[config.mk]
export PLATFORM = sky130hd
export DESIGN_NAME = icache_refill_ctrl
export DESIGN_NICKNAME = d
export VERILOG_FILES = /design/src/rtl/icache_refill_ctrl_pkg.sv /design/src/rtl/icache_refill_ctrl.sv
export SDC_FILE = /design/constraint.sdc
export NUM_CORES = 1
export LEC_CHECK = 0
export ABC_AREA = 0
export CAP_MARGIN = 5
export CORE_MARGIN = 10
export CORE_UTILIZATION = 45
export CTS_BUF_LIST = sky130_fd_sc_hd__clkbuf_4 sky130_fd_sc_hd__clkbuf_8
export CTS_CLUSTER_SIZE = 24
export DETAILED_ROUTE_END_ITERATION = 6
export PLACE_DENSITY = 0.82
export REMOVE_ABC_BUFFERS = 1
export SLEW_MARGIN = 15
export SYNTH_ARGS = -nofsm -noshare
export SYNTH_HDL_FRONTEND = slang
export SYNTH_SLANG_ARGS = --single-unit
[constraint.sdc]
create_clock -name clk -period 3.6 [get_ports clk]
set_clock_uncertainty 0.2 [all_clocks]
set_input_delay 0.9 -clock clk [delete_from_list [all_inputs] [get_ports clk]]
set_output_delay 0.9 -clock clk [all_outputs]
set_load 0.05 [all_outputs]
[src/rtl/icache_refill_ctrl_pkg.sv]
// Shared types for the instruction-cache refill controller: burst descriptor,
// response FIFO entry, tag-array entry and the refill state encoding.
package icache_refill_ctrl_pkg;

    localparam int ICACHE_LINE_BEATS = 8;
    localparam int ICACHE_TAG_W      = 51;

    typedef enum logic [2:0] {
        FLUSH,
        IDLE,
        REQ,
        FILL,
        DONE
    } refill_state_t;

    typedef enum logic [1:0] {
        FIXED = 2'b00,
        INCR  = 2'b01,
        WRAP  = 2'b10
    } burst_t;

    typedef struct packed {
        logic [63:0] addr;
        logic [7:0]  len;
        logic [2:0]  size;
        burst_t      burst;
    } imem_req_t;

    typedef struct packed {
        logic        error;
        logic        last;
        logic [63:0] data;
    } fifo_entry_t;

    typedef struct packed {
        logic                    valid;
        logic [ICACHE_TAG_W-1:0] tag;
    } cache_tag_t;

endpackage

[src/rtl/icache_refill_ctrl.sv]
// I-cache line refill and invalidate-all sequencer. Optional critical-word-first
// refill (WRAP burst, early response) is enabled by ICACHE_CRIT_WORD_FIRST_EN.
module icache_refill_ctrl
    import icache_refill_ctrl_pkg::*;
#(
    parameter int LINE_BEATS = ICACHE_LINE_BEATS,
    parameter int INDEX_W    = 7,
    parameter int TAG_W      = 64 - INDEX_W - 6
) (
    input  logic                          clk,
    input  logic                          resetn,
    input  logic                          miss_valid,
    output logic                          miss_ready,
    input  logic [63:0]                   miss_addr,
    input  logic                          flush_req,
    output logic                          flush_done,
    output logic                          mem_req_valid,
    input  logic                          mem_req_ready,
    output imem_req_t                     mem_req,
    input  logic                          fifo_valid,
    output logic                          fifo_ready,
    input  fifo_entry_t                   fifo_entry,
    output logic                          data_we,
    output logic [INDEX_W-1:0]            data_index,
    output logic [$clog2(LINE_BEATS)-1:0] data_beat,
    output logic [63:0]                   data_wdata,
    output logic                          tag_we,
    output logic [INDEX_W-1:0]            tag_index,
    output cache_tag_t                    tag_wdata,
    output logic                          resp_valid,
    output logic [63:0]                   resp_data,
    output logic                          resp_error,
    output logic                          fill_done,
    output logic                          busy
);

    localparam int BEAT_W = $clog2(LINE_BEATS);
    localparam int OFF_W  = BEAT_W + 3;

    refill_state_t        state_q, state_d;
    logic [INDEX_W:0]     flush_cnt_q, flush_cnt_d;
    logic [63:0]          addr_q, addr_d;
    logic [BEAT_W-1:0]    beat_cnt_q, beat_cnt_d;
    logic [BEAT_W-1:0]    pop_cnt_q, pop_cnt_d;
    logic                 err_acc_q, err_acc_d;
    logic                 err_now;

    logic                 flush_done_q, flush_done_d;
    logic                 data_we_q, data_we_d;
    logic [INDEX_W-1:0]   data_index_q, data_index_d;
    logic [BEAT_W-1:0]    data_beat_q, data_beat_d;
    logic [63:0]          data_wdata_q, data_wdata_d;
    logic                 tag_we_q, tag_we_d;
    logic [INDEX_W-1:0]   tag_index_q, tag_index_d;
    cache_tag_t           tag_wdata_q, tag_wdata_d;
    logic                 resp_valid_q, resp_valid_d;
    logic [63:0]          resp_data_q, resp_data_d;
    logic                 resp_error_q, resp_error_d;
    logic                 fill_done_q, fill_done_d;
    logic                 busy_q, busy_d;

    logic [BEAT_W-1:0]    crit_beat;
    assign crit_beat = addr_q[3 +: BEAT_W];

    always_comb begin
        state_d       = state_q;
        flush_cnt_d   = flush_cnt_q;
        addr_d        = addr_q;
        beat_cnt_d    = beat_cnt_q;
        pop_cnt_d     = pop_cnt_q;
        err_acc_d     = err_acc_q;
        err_now       = err_acc_q;
        flush_done_d  = 1'b0;
        data_we_d     = 1'b0;
        data_index_d  = data_index_q;
        data_beat_d   = data_beat_q;
        data_wdata_d  = data_wdata_q;
        tag_we_d      = 1'b0;
        tag_index_d   = tag_index_q;
        tag_wdata_d   = tag_wdata_q;
        resp_valid_d  = 1'b0;
        resp_data_d   = resp_data_q;
        resp_error_d  = 1'b0;
        fill_done_d   = 1'b0;
        miss_ready    = 1'b0;
        mem_req_valid = 1'b0;
        fifo_ready    = 1'b0;
        mem_req       = '0;

        case (state_q)
            FLUSH: begin
                // The extra top bit of flush_cnt marks the walk as finished.
                if (flush_cnt_q[INDEX_W]) begin
                    flush_done_d = 1'b1;
                    state_d      = IDLE;
                end else begin
                    tag_we_d    = 1'b1;
                    tag_index_d = flush_cnt_q[INDEX_W-1:0];
                    tag_wdata_d = '0;
                    flush_cnt_d = flush_cnt_q + (INDEX_W+1)'(1);
                end
            end
            IDLE: begin
                if (flush_req) begin
                    state_d     = FLUSH;
                    flush_cnt_d = '0;
                end else begin
                    miss_ready = 1'b1;
                    if (miss_valid) begin
                        addr_d    = miss_addr;
`ifdef ICACHE_CRIT_WORD_FIRST_EN
                        beat_cnt_d = miss_addr[3 +: BEAT_W];
`else
                        beat_cnt_d = '0;
`endif
                        pop_cnt_d = '0;
                        err_acc_d = 1'b0;
                        state_d   = REQ;
                    end
                end
            end
            REQ: begin
                mem_req_valid = 1'b1;
                mem_req.len   = 8'(LINE_BEATS - 1);
                mem_req.size  = 3'b011;
`ifdef ICACHE_CRIT_WORD_FIRST_EN
                mem_req.addr  = addr_q & ~64'h7;
                mem_req.burst = WRAP;
`else
                mem_req.addr  = addr_q & ~64'((64'd1 << OFF_W) - 64'd1);
                mem_req.burst = INCR;
`endif
                if (mem_req_ready) begin
                    state_d = FILL;
                end
            end
            FILL: begin
                fifo_ready = 1'b1;
                if (fifo_valid) begin
                    data_we_d    = 1'b1;
                    data_index_d = addr_q[OFF_W +: INDEX_W];
                    data_beat_d  = beat_cnt_q;
                    data_wdata_d = fifo_entry.data;
                    beat_cnt_d   = beat_cnt_q + BEAT_W'(1);
                    pop_cnt_d    = pop_cnt_q + BEAT_W'(1);
                    if (beat_cnt_q == crit_beat) begin
                        resp_data_d = fifo_entry.data;
                    end
                    // A short burst leaves part of the line stale, so it poisons the tag.
                    err_now   = err_acc_q | fifo_entry.error |
                                (fifo_entry.last && (pop_cnt_q != BEAT_W'(LINE_BEATS - 1)));
                    err_acc_d = err_now;
`ifdef ICACHE_CRIT_WORD_FIRST_EN
                    if (pop_cnt_q == '0) begin
                        resp_valid_d = 1'b1;
                        resp_error_d = fifo_entry.error;
                    end
`endif
                    if (fifo_entry.last) begin
                        state_d         = DONE;
                        tag_we_d        = 1'b1;
                        tag_index_d     = addr_q[OFF_W +: INDEX_W];
                        tag_wdata_d.valid = ~err_now;
                        tag_wdata_d.tag = ICACHE_TAG_W'(addr_q[63 -: TAG_W]);
                        fill_done_d     = 1'b1;
`ifndef ICACHE_CRIT_WORD_FIRST_EN
                        resp_valid_d    = 1'b1;
                        resp_error_d    = err_now;
`endif
                    end
                end
            end
            DONE: begin
                state_d = IDLE;
            end
            default: begin
                state_d     = FLUSH;
                flush_cnt_d = '0;
            end
        endcase

        busy_d = (state_d != IDLE);
    end

    always_ff @(posedge clk or negedge resetn) begin
        if (!resetn) begin
            state_q      <= FLUSH;
            flush_cnt_q  <= '0;
            beat_cnt_q   <= '0;
            pop_cnt_q    <= '0;
            err_acc_q    <= 1'b0;
            flush_done_q <= 1'b0;
            data_we_q    <= 1'b0;
            data_index_q <= '0;
            data_beat_q  <= '0;
            data_wdata_q <= '0;
            tag_we_q     <= 1'b0;
            tag_index_q  <= '0;
            tag_wdata_q  <= '0;
            resp_valid_q <= 1'b0;
            resp_data_q  <= '0;
            resp_error_q <= 1'b0;
            fill_done_q  <= 1'b0;
            busy_q       <= 1'b0;
        end else begin
            state_q      <= state_d;
            flush_cnt_q  <= flush_cnt_d;
            beat_cnt_q   <= beat_cnt_d;
            pop_cnt_q    <= pop_cnt_d;
            err_acc_q    <= err_acc_d;
            flush_done_q <= flush_done_d;
            data_we_q    <= data_we_d;
            data_index_q <= data_index_d;
            data_beat_q  <= data_beat_d;
            data_wdata_q <= data_wdata_d;
            tag_we_q     <= tag_we_d;
            tag_index_q  <= tag_index_d;
            tag_wdata_q  <= tag_wdata_d;
            resp_valid_q <= resp_valid_d;
            resp_data_q  <= resp_data_d;
            resp_error_q <= resp_error_d;
            fill_done_q  <= fill_done_d;
            busy_q       <= busy_d;
        end
    end

    // The miss address is only consumed while a refill is in flight.
    always_ff @(posedge clk) begin
        addr_q <= addr_d;
    end

    assign flush_done = flush_done_q;
    assign data_we    = data_we_q;
    assign data_index = data_index_q;
    assign data_beat  = data_beat_q;
    assign data_wdata = data_wdata_q;
    assign tag_we     = tag_we_q;
    assign tag_index  = tag_index_q;
    assign tag_wdata  = tag_wdata_q;
    assign resp_valid = resp_valid_q;
    assign resp_data  = resp_data_q;
    assign resp_error = resp_error_q;
    assign fill_done  = fill_done_q;
    assign busy       = busy_q;

endmodule

==> impl_results.md, run 1 <==
- Tmin final: approximately 3.5 ns
- Via count: between 8,000 and 9,000
- Power after layout: approximately 15 mW
- Top FF cell, synth: dfrtp_1
- Horiz. Die Dim: around 170 um
- Buffers added on ports: about 400
- Placer Congestion: a little over 0.8
- Critical Path Start Type: flop
- Most frequent CP cell: buf_12
- Remaining antenna violation count after routing: 0
- Initial antenna violation count: 2
- # rows: between 50 and 60
- Cell area power density: approximately 900 nW/um^2
- Die H: 174.9 um
- # setup viols final: 0
- Crit-path leading delay family: buffers and inverters
- FFs w/ async S/R, synth: around 80%
- Maximum buffer depth of the clock tree: 3
- # nets final: 1,408
- Syn Inst Count: approximately 850
- H-tree levels: 2
- Ports: between 400 and 500
- Yosys top cell by area: dfrtp_1
- Total gr overflow: 0
- Peak supply drop: about 0.6 mV
- Crit path cell chain: inv_1, nor3_2, buf_12, and2_1, buf_12
- CP max stage delay: ~0.6 ns
- DRC viols: 0
- Share of cells above drive strength 1: 18.00%
- Synthesized area: roughly 11,000 um^2
- Final Hold Fails: 0
- Overall die area: approximately 30,000 um^2
- Worst setup EP type: output port
- Max-cap viol count: 0
- R2R setup slack: 0.82 ns
- Post-synth top cells: nand2_1, dfrtp_1, edfxtp_1, mux2_2, and2_1
- Post CTS Setup Buffer Count: 0
- CTS resizes: 0
- Vias in the first global route: just under 9,000
- Post-Route Utilization: between 70% and 80%
- Fin crit share: just under 100%
- Slowest cell on crit path: dfrtp_1
- Largest net degree at the start of global routing: between 80 and 90
- Sequential element share of the synthesized area: 68.16%
- CTS clk-pin slew, worst paths: approximately 0.06 ns
- Root Driver: clkbuf_8
- Library cells used by synthesis: 44
- CTS Hold Bufs: 0
- Crit Path Class: flop to output port
- CP Max Fanout: 47
- P_leak: roughly 7.5 nW
- Final wirelength: ~35 mm
- Worst setup path startpoint: state_q[1]
- CTS tree: yes
- Clock Sinks: ~280
- Post-synth top area share: about 51%
- Status: complete, no violations
- Worst min path class: primary input to async pin
- Max-slew headroom at the worst pin: about 43%
- First-pass GRT wire length: 54.09 mm
- Synth area leaders: dfrtp_1, edfxtp_1, nand2_1
- Via density: 5.006
- Worst endpoint required time: 2.50 ns
- Synthesis-to-finish area growth: 54.04%
- Worst Path Arrival: around 2.4 ns
- Overall routing resource usage: about 23%
- Slew @ Worst Pin: about 0.86 ns
- CP bufs+invs: 3
- Synth Warn #: 0
- Final slew viol count: 0
- Seq cells post-synth: 282
- Reg-to-Reg Start: state_q[2]
- RSZ-0062 raised after global routing: no
- Syn Area/Cell: approximately 13 um^2
- Pre-antenna DRT Iters: 4
- Initial DRC count: between 500 and 600
- CTS Buf Count: between 40 and 50
- EDFF count, synth: 61
- Drt wl/cell: 21.84 um
- Peak Freq: approximately 290 MHz
- Core area: ~24,000 um^2
- Skew-Pair Late Insertion Delay: between 0.5 and 0.6 ns
- Initial Utilization: a little under half
- Most numerous cell in the Yosys netlist: nand2_1
- Post-DP HPWL: between 20 and 30 mm
## cells by family (layout without fill, tap and decap cells)
logic type,Yosys count,in the layout,share of synthesized area (%)
xor+xnor,6,6,0.4866
mux,72,72,7.426
flops,282,282,68.16
fa+ha+maj,4,4,0.4634
simple gates,326,326,13.44
buf+inv,71,508,3.591
compound gates,89,89,6.395
other cells,1,15,0.03472
## routing by layer
metal	GRT usage [%]	share of wire (%)	up-vias
met5	0	0	-
met4	9.396	3.6	0
met3	7.264	7.4	75
met2	38.80	52	298
met1	25.55	37	4055
li1	-	-	3686
## layout by cell type, fill, tap and decap left out, types with 5 or more instances in the layout
cell               n
and2_1            58
buf_12            55
mux2_1             5
mux2_2            60
a22o_1            57
conb_1            13
clkdlybuf4s50_1  336
a21oi_1            8
mux2i_1            7
dfrtp_1          221
xor2_1             5
clkbuf_8          59
clkbuf_4          16
nand2_1          238
o21ai_0           12
buf_4             27
inv_1              6
edfxtp_1          61
nor2_1             7
## worst paths after layout
kind	to	cells after the start
worst max-delay path	mem_req[74]	5
worst min-delay path	tag_wdata[18]	1
worst max register to register	resp_data[58]	8
worst min register to register	data_wdata[36]	2
max in group asynchronous	data_wdata[62]	2
min in group clk	data_wdata[36]	2
## per-stage QoR
| step | hold WS [ns] | setup WS, ns | cell area (um^2) | setup TNS, ns | cells |
|---|---|---|---|---|---|
| 6_report | 0.1690 | 0.1141 | 16640 | 0 | 1621 |
| 3_3_place_gp | 0.2570 | 0.4129 | 15600 | 0 | 1538 |
| 2_1_floorplan | 0.2514 | -8.133 | 10490 | -642.83 | 800 |
| 5_1_grt | 0.1873 | 0.003269 | 16640 | 0 | 1621 |
| 4_1_cts | 0.1734 | 0.1136 | 16630 | 0 | 1619 |
| 3_5_place_dp | 0.2610 | 0.3569 | 15600 | 0 | 1538 |
## state kept, by name, indices dropped and copies added, names as in the netlist, 3 cells and up
signal and count:
data_wdata 64, resp_data 64, addr_q 61, tag_wdata 52, flush_cnt_q 8, data_index 7
tag_index 7, beat_cnt_q 3, data_beat 3, pop_cnt_q 3, state_q 3
## cell type report
class	instances	area, um^2
clock buffers	75	932.1
well taps	319	399.1
clock inverters	6	105.1
repair buffers	419	4682
diodes	2	5.005
multi-input cells	510	3120
flip-flops and latches	282	7362
fillers	1605	6905
inverters	8	31.28
## report_power, final
group	internal [mW]	total (mW)	switching, mW
Clock	1.84	3.07	1.23
Sequential	4.10	4.58	0.483
Combinational	2.48	7.34	4.86
Total	8.43	15.0	6.57
Note: power is estimated with default switching activity, not from simulation.
==> run 2: changes to the inputs <==
Settings changed: ABC_CLOCK_PERIOD_IN_PS set to 3600.
==> results of run 2 <==
Final layout, timing and power as in run 1 (identical DEF).
==> run 3: changes to the inputs <==
Settings changed: CTS_CLUSTER_DIAMETER set to 120, CTS_CLUSTER_SIZE 24 to not set.
==> results of run 3 <==
Final layout, timing and power as in run 1 (identical DEF).
